==> config.mk <==
export PLATFORM = sky130hd
export DESIGN_NAME = wb_write_queue
export DESIGN_NICKNAME = d
export VERILOG_FILES = /design/src/rtl/wb_write_queue.sv
export SDC_FILE = /design/constraint.sdc
export NUM_CORES = 1
export LEC_CHECK = 0
export ABC_AREA = 0
export CAP_MARGIN = 10
export CORE_ASPECT_RATIO = 0.9
export CORE_MARGIN = 2
export CORE_UTILIZATION = 30
export CTS_CLUSTER_SIZE = 28
export DETAILED_ROUTE_END_ITERATION = 8
export PLACE_DENSITY_LB_ADDON = 0.12
export SLEW_MARGIN = 20
export SYNTH_ARGS = -nofsm -noshare
export SYNTH_HDL_FRONTEND = slang
export SYNTH_SLANG_ARGS = --single-unit
==> constraint.sdc <==
create_clock -name clk -period 5.05 [get_ports clk]
set_clock_uncertainty 0.2 [all_clocks]
set_input_delay 0.505 -clock clk [delete_from_list [all_inputs] [get_ports clk]]
set_output_delay 0.505 -clock clk [all_outputs]
set_load 0.1 [all_outputs]
==> src/rtl/wb_write_queue.sv <==
// In-order write-back queue feeding the register file's single write port,
// with two combinational youngest-first bypass lookups over queued entries.
module wb_write_queue #(
    parameter int DEPTH = 4,
    parameter int AW    = 5,
    parameter int DW    = 32
) (
    input  logic                     clk,
    input  logic                     reset,
    input  logic                     in_valid,
    output logic                     in_ready,
    input  logic [AW-1:0]            in_addr,
    input  logic [DW-1:0]            in_data,
    input  logic                     rf_hold,
    output logic                     rf_we,
    output logic [AW-1:0]            rf_addr,
    output logic [DW-1:0]            rf_data,
    input  logic [AW-1:0]            lk_addr1,
    input  logic [AW-1:0]            lk_addr2,
    output logic                     lk_hit1,
    output logic                     lk_hit2,
    output logic [DW-1:0]            lk_data1,
    output logic [DW-1:0]            lk_data2,
    output logic [$clog2(DEPTH):0]   count
);

    localparam int PW = $clog2(DEPTH);
    localparam int CW = PW + 1;

    logic [AW-1:0] r_addr [DEPTH];
    logic [DW-1:0] r_data [DEPTH];
    logic [PW-1:0] r_wptr;
    logic [PW-1:0] r_rptr;
    logic [CW-1:0] r_count;

    logic          w_push;
    logic          w_pop;
    logic          w_nonempty;
    logic [PW-1:0] w_idx;
    logic          w_hit1;
    logic          w_hit2;
    logic [DW-1:0] w_dat1;
    logic [DW-1:0] w_dat2;

    // A full queue refuses input even when it drains on the same edge.
    assign in_ready   = reset && (r_count < CW'(DEPTH));
    assign w_nonempty = (r_count != '0);
    assign w_push     = in_valid && in_ready && (in_addr != '0);
    assign w_pop      = w_nonempty && !rf_hold;

    assign rf_we   = w_pop;
    assign rf_addr = w_nonempty ? r_addr[r_rptr] : '0;
    assign rf_data = w_nonempty ? r_data[r_rptr] : '0;
    assign count   = r_count;

    always_ff @(posedge clk) begin
        if (w_push) begin
            r_addr[r_wptr] <= in_addr;
            r_data[r_wptr] <= in_data;
        end
    end

    always_ff @(posedge clk or negedge reset) begin
        if (!reset) begin
            r_wptr  <= '0;
            r_rptr  <= '0;
            r_count <= '0;
        end else begin
            if (w_push) begin
                r_wptr <= r_wptr + PW'(1);
            end
            if (w_pop) begin
                r_rptr <= r_rptr + PW'(1);
            end
            if (w_push && !w_pop) begin
                r_count <= r_count + CW'(1);
            end else if (!w_push && w_pop) begin
                r_count <= r_count - CW'(1);
            end
        end
    end

    // Walk oldest to youngest so a later match overrides an earlier one.
    always_comb begin
        w_hit1 = 1'b0;
        w_hit2 = 1'b0;
        w_dat1 = '0;
        w_dat2 = '0;
        w_idx  = '0;
        for (int unsigned i = 0; i < DEPTH; i++) begin
            w_idx = r_rptr + PW'(i);
            if (CW'(i) < r_count) begin
                if ((lk_addr1 != '0) && (r_addr[w_idx] == lk_addr1)) begin
                    w_hit1 = 1'b1;
                    w_dat1 = r_data[w_idx];
                end
                if ((lk_addr2 != '0) && (r_addr[w_idx] == lk_addr2)) begin
                    w_hit2 = 1'b1;
                    w_dat2 = r_data[w_idx];
                end
            end
        end
    end

    assign lk_hit1  = w_hit1;
    assign lk_hit2  = w_hit2;
    assign lk_data1 = w_dat1;
    assign lk_data2 = w_dat2;

endmodule

==> impl_metrics.ini, run 1 <==
[status]
status = finished, final reports clean

[cells_and_area]
fillers = 3583
final_nets = 1269
drive_gt1_share_pct = 20.1
design_area_um2 = 14600
instances_no_fill = 1707
final_cell_mix = 167 x mux2i_1, 148 x edfxtp_1, 118 x nand2_1
areaGrowthSynthToFinish_pct = 30.0
mostFrequentLayoutCell = mux2i_1

[placed_design]
gp_congestion = 0.853
place_area_um2 = 14000
port_buffers = 158
hpwlAfterDp_um = 23900
dp_cells = 1673

[global_route]
antenna_found_initial = 3
grt_pass1_wl_um = 55200
grtUsageTotal_pct = 18.3
grt_max_degree = 84
grt_pass1_vias = 9244
overflow = 0

[clock_network]
cts_made_buffers = 17
clock_path_buffers = 2
htreeDepth = 4
root_buffer = clkbuf_16
tritoncts = built
clk_latency_ns = 0.43
clkSinkCount = 155
clkTransAtPathRegs_ns = 0.08
postCtsSetupBuffers = 0

[yosys]
syn-num-nets = 1169
syn_area_um2 = 11200
synth.distinct_cells = 52
ys_seq_area_share_pct = 41.1
ys_warn_count = 0
ys_ff_latch = 155
synth_flop_cell = edfxtp_1
syn_inst = 1109
async_reset_ff_share_pct = 4.52
syn_area_per_cell_um2 = 10.1
synth-edff-count = 148

[worst_setup_path]
critPathRequiredTime_ns = 4.35
criticalPathCategory = reg -> out
path_cells = buf_4 > mux4_2 > xnor2_1 > nand2b_1 > or4b_4 > o221a_1 > o21ai_1 > buf_12
worstPathArrival_ns = 4.11
max_stage_delay_ns = 0.88
cp_slowest_cell = or4b_4
r2r_setup_slack_ns = 2.07
cp_max_fo = 64
startpoint_type = flip-flop
cp-end-kind = output port

[drt]
avgRoutedWirePerCell_um = 21.0
viasPerCell = 5.38
via_count = 9187
drt_first_pass_iters = 5
ant_nets = 0
drt-total-wl_um = 35900
drc = 0
drt_iter0_markers = 489

[sta]
rsz0062_at_grt = false
worst_slew_pin_slew_ns = 0.984
setup_viol = 0
slew_headroom_pct = 34.2
final_hold_viol_count = 0
drv_slew = 0
fin_tns_setup_ns = 0
period_minus_slack_ns = 4.82
period_share_pct = 95.3
fmax_mhz = 208

[die]
initial_core_util_pct = 30.3
rows = 67
core_area_um2 = 37100
ios = 159
die_h_um = 188
dieWidth_um = 208
dieArea_um2 = 39000

[flow_run]
cap_violations = 0

[worst_hold_path]
hold_path_class = in -> async
==> metrics by stage <==
| stage | hold WS, ns | setup WS [ns] | util (%) |
|---|---|---|---|
| after floorplan | 0.00941 | 0.0150 | - |
| after global placement | 0.406 | 0.638 | 37.8 |
| after detailed placement | 0.421 | 0.659 | 37.8 |
| after CTS | 0.141 | 0.167 | 39.3 |
| after global routing | 0.148 | 0.0373 | 39.4 |
| final | 0.145 | 0.235 | 39.4 |
==> registers in the layout, indices dropped and copies added (netlist names) <==
name	count
r_wptr	2
r_rptr	2
r_data	128
count	3
r_addr	20
==> area by class of cell <==
type	instances	area [um2]	share of cell area (%)
clock buffer	17	425	2.91
antenna	2	5.00	0.0343
inverter	10	42.5	0.291
clock inverter	15	149	1.02
multi-input combinational	838	6320	43.3
timing repair buffer	187	2420	16.6
tap	483	604	4.14
sequential	155	4630	31.7
==> critical path: cells and delay by family (launching register included) <==
kind	cells	cell delay, ns
XOR/XNOR	1	0.17
buffers and inverters	2	0.63
AND/OR/NAND/NOR	2	0.97
AO/OA/AOI/OAI	2	0.67
flip-flops	1	0.61
multiplexers	1	0.61
==> final timing paths <==
path / startpoint / to / cells after the start
min in group clk: r_wptr[1]$_DFFE_PN0P_ / r_wptr[1]$_DFFE_PN0P_ / 2
max in group asynchronous: reset / r_rptr[0]$_DFFE_PN0P_ / 1
worst max-delay path: r_rptr[0]$_DFFE_PN0P_ / lk_data2[2] / 8
worst min-delay path: reset / r_wptr[0]$_DFFE_PN0P_ / 1
worst max register to register: count[2]$_DFFE_PN0P_ / r_data[0][7]$_DFFE_PP_ / 5
worst min register to register: r_wptr[1]$_DFFE_PN0P_ / r_wptr[1]$_DFFE_PN0P_ / 2
==> Yosys cell counts, types with 5 or more instances <==
cell type / instances / share of area (%)
mux2_1: 6 / 0.60
o21ai_0: 67 / 3.0
mux2_2: 39 / 3.9
buf_4: 5 / 0.33
nor2_1: 74 / 2.5
o21a_1: 18 / 1.2
and2_1: 10 / 0.56
ha_1: 9 / 1.0
buf_1: 14 / 0.47
xor2_1: 17 / 1.3
a21o_1: 31 / 2.1
mux2i_1: 167 / 15
dfrtp_1: 7 / 1.6
mux4_2: 10 / 2.0
nand2_1: 118 / 3.9
o221ai_1: 20 / 1.6
o221a_1: 13 / 1.3
inv_1: 9 / 0.30
a31oi_1: 31 / 1.7
a22o_1: 19 / 1.5
buf_2: 24 / 1.1
o21ai_1: 27 / 1.2
nor3_1: 14 / 0.62
edfxtp_1: 148 / 40
xnor2_1: 28 / 2.2
clkbuf_1: 59 / 2.0
or3_1: 33 / 1.8
a21oi_1: 13 / 0.58
nor2b_1: 12 / 0.67
o211ai_1: 31 / 2.1
==> metal layers <==
metal	global-route usage, %	part of all wire (%)	up-vias
li1	-	-	4376
met1	24.7	47	4521
met2	30.6	47	257
met3	3.30	4.8	31
met4	4.15	1.6	2
met5	0	0.036	-
==> what timing repair did <==
| item | in CTS | in global routing |
|---|---|---|
| hold buffers | 0 | 0 |
| hold endpoints to repair | 0 | 0 |
| resized for setup | 0 | 2 |
| endpoints found under the setup margin | 0 | 4 |
==> cell families (layout without fill, tap and decap cells) <==
group	count (synthesis)	in the layout	synth area share (%)
AOI/OAI and AO/OA	280	280	17.0
buffers and inverters	116	229	4.58
and+or+nand+nor	282	282	11.4
DFF	155	155	41.1
muxes	222	222	21.4
adders and majority gates	9	9	1.00
xor gates and xnor gates	45	45	3.51
other	0	2	0
Power of run 1 is left out: the tool's default activity adds up to more than one toggle a clock period on the data nets, which glitch-free logic cannot reach.
==> run 2: changes to the inputs <==
--- a/config.mk
+++ b/config.mk
@@ -6,7 +6,7 @@
 export NUM_CORES = 1
 export LEC_CHECK = 0
 export ABC_AREA = 0
-export CAP_MARGIN = 10
+export CAP_MARGIN = 20
 export CORE_ASPECT_RATIO = 0.9
 export CORE_MARGIN = 2
 export CORE_UTILIZATION = 30
==> results of run 2 <==
Final layout, timing and power as in run 1 (identical DEF).
Power of run 2 is left out for the same reason.
==> run 3: changes to the inputs <==
--- a/config.mk
+++ b/config.mk
@@ -13,6 +13,7 @@
 export CTS_CLUSTER_SIZE = 28
 export DETAILED_ROUTE_END_ITERATION = 8
 export PLACE_DENSITY_LB_ADDON = 0.12
+export RECOVER_POWER = 50
 export SLEW_MARGIN = 20
 export SYNTH_ARGS = -nofsm -noshare
 export SYNTH_HDL_FRONTEND = slang
==> run 3 against run 2 <==
The run now ends with max-capacitance violations, max-slew violations left. Sequential share of layout area is essentially flat. Global-route usage is the same. First-iteration DRC count grew 9.8%. Non-clock buffer count is the same. Cell count is the same. Largest cell class unchanged. Highest routed layer unchanged.
==> impl_metrics.ini, run 3 (synthesis results as in run 1) <==
[status]
status = finished, violations left
violations = max-capacitance violations, max-slew violations

[sta]
worst_slew_pin_slew_ns = 1.89
rsz0062_at_grt = false
final_hold_viol_count = 0
fmax_mhz = 209
slew_headroom_pct = -26.1
period_share_pct = 94.7
drv_slew = 21
setup_viol = 0
period_minus_slack_ns = 4.78
fin_tns_setup_ns = 0

[placed_design]
dp_cells = 1673
place_area_um2 = 14000
gp_congestion = 0.853
hpwlAfterDp_um = 23900
port_buffers = 158

[die]
die_h_um = 188
ios = 159
initial_core_util_pct = 30.3
dieWidth_um = 208
rows = 67
core_area_um2 = 37100
dieArea_um2 = 39000

[drt]
avgRoutedWirePerCell_um = 21.0
via_count = 9196
viasPerCell = 5.39
drc = 0
ant_nets = 0
drt-total-wl_um = 35900
drt_iter0_markers = 537
drt_first_pass_iters = 5

[worst_setup_path]
critPathRequiredTime_ns = 4.35
cp-end-kind = output port
r2r_setup_slack_ns = 1.22
cp_max_fo = 64
r2r_end = r_data[0][7]$_DFFE_PP_
startpoint_type = flip-flop
r2r_start = count[2]$_DFFE_PN0P_
criticalPathCategory = reg -> out
worstPathArrival_ns = 4.08
r2r.worst_path.cells = 5

[cells_and_area]
largest_register = r_data
final_cell_mix = 167 x mux2i_1, 148 x edfxtp_1, 118 x nand2_1
largest_reg_flops = 128
design_area_um2 = 14600
mostFrequentLayoutCell = mux2i_1
drive_gt1_share_pct = 19.8
instances_no_fill = 1707
areaGrowthSynthToFinish_pct = 30.0
final_nets = 1269
final_util_pct = 39.4

[clock_network]
tritoncts = built
postCtsHoldBufs = 0
clkTransAtPathRegs_ns = 0.08
clkSinkCount = 155
cts_made_buffers = 17
clock_path_buffers = 2
htreeDepth = 4
root_buffer = clkbuf_16
clk_latency_ns = 0.43

[global_route]
grt_max_degree = 84
grt_pass1_wl_um = 55200
antenna_found_initial = 5
grt_pass1_vias = 9244
grtUsageTotal_pct = 18.3
overflow = 0

[worst_hold_path]
hold_path_class = in -> async

[flow_run]
cap_violations = 1
run 3: cell count changes in the layout (fill, tap and decap cells not counted):
cell / delta
clkdlybuf4s50_1: -41
dlygate4sd3_1: +41
and2_0: +4
and2_2: -4
run 3: routing by layer:
layer | GRT usage (%) | part of all wire, % | vias to the layer above
met1 | 24.7 | 46 | 4519
met2 | 30.6 | 47 | 263
met5 | 0 | 0.11 | -
li1 | - | - | 4379
met3 | 3.30 | 5.2 | 29
met4 | 4.15 | 1.4 | 6
run 3: layout make-up:
class / instances / area (um2)
Antenna cell: 2 / 5.00
Inverter: 10 / 42.5
Clock buffer: 17 / 425
Tap cell: 483 / 604
Sequential cell: 155 / 4630
Multi-Input combinational cell: 838 / 6320
Timing Repair Buffer: 187 / 2420
Clock inverter: 15 / 149
Fill cell: 3583 / 22500
run 3: how the worst max path moves through the flow:
stage | start | endpoint | slack (ns) | depth (start not counted)
5_1_grt | r_rptr[0]$_DFFE_PN0P_ | lk_data1[1] | 0.04 | 9
3_5_place_dp | lk_addr1[0] | lk_data1[10] | 0.66 | 10
3_3_place_gp | r_rptr[0]$_DFFE_PN0P_ | lk_data1[1] | 0.64 | 10
2_1_floorplan | count[2]$_DFFE_PN0P_ | lk_data1[30] | 0.01 | 8
4_1_cts | r_rptr[0]$_DFFE_PN0P_ | lk_data1[1] | 0.17 | 10
6_report | r_rptr[0]$_DFFE_PN0P_ | lk_data2[2] | 0.27 | 8
run 3: timing repair:
item | in CTS | in global routing
setup buffers | 0 | 0
endpoints found under the hold margin | 0 | 0
resized for setup | 0 | 2
setup endpoints to repair | 0 | 4
run 3: through the flow:
stage	worst slack, ns	hold slack [ns]
floorplan	0.0150	0.00941
global placement	0.638	0.406
detailed placement	0.659	0.421
CTS	0.167	0.141
global route	0.0373	0.218
finish	0.269	0.215
run 3: critical path, stage by stage (launching register included):
cell,delay (ns)
dfrtp_4,0.61
buf_4,0.39
mux4_2,0.60
xnor2_1,0.17
nand2b_1,0.09
or4b_4,0.87
o221a_1,0.26
o21ai_1,0.39
buf_12,0.24
Power of run 3 is left out for the same reason.
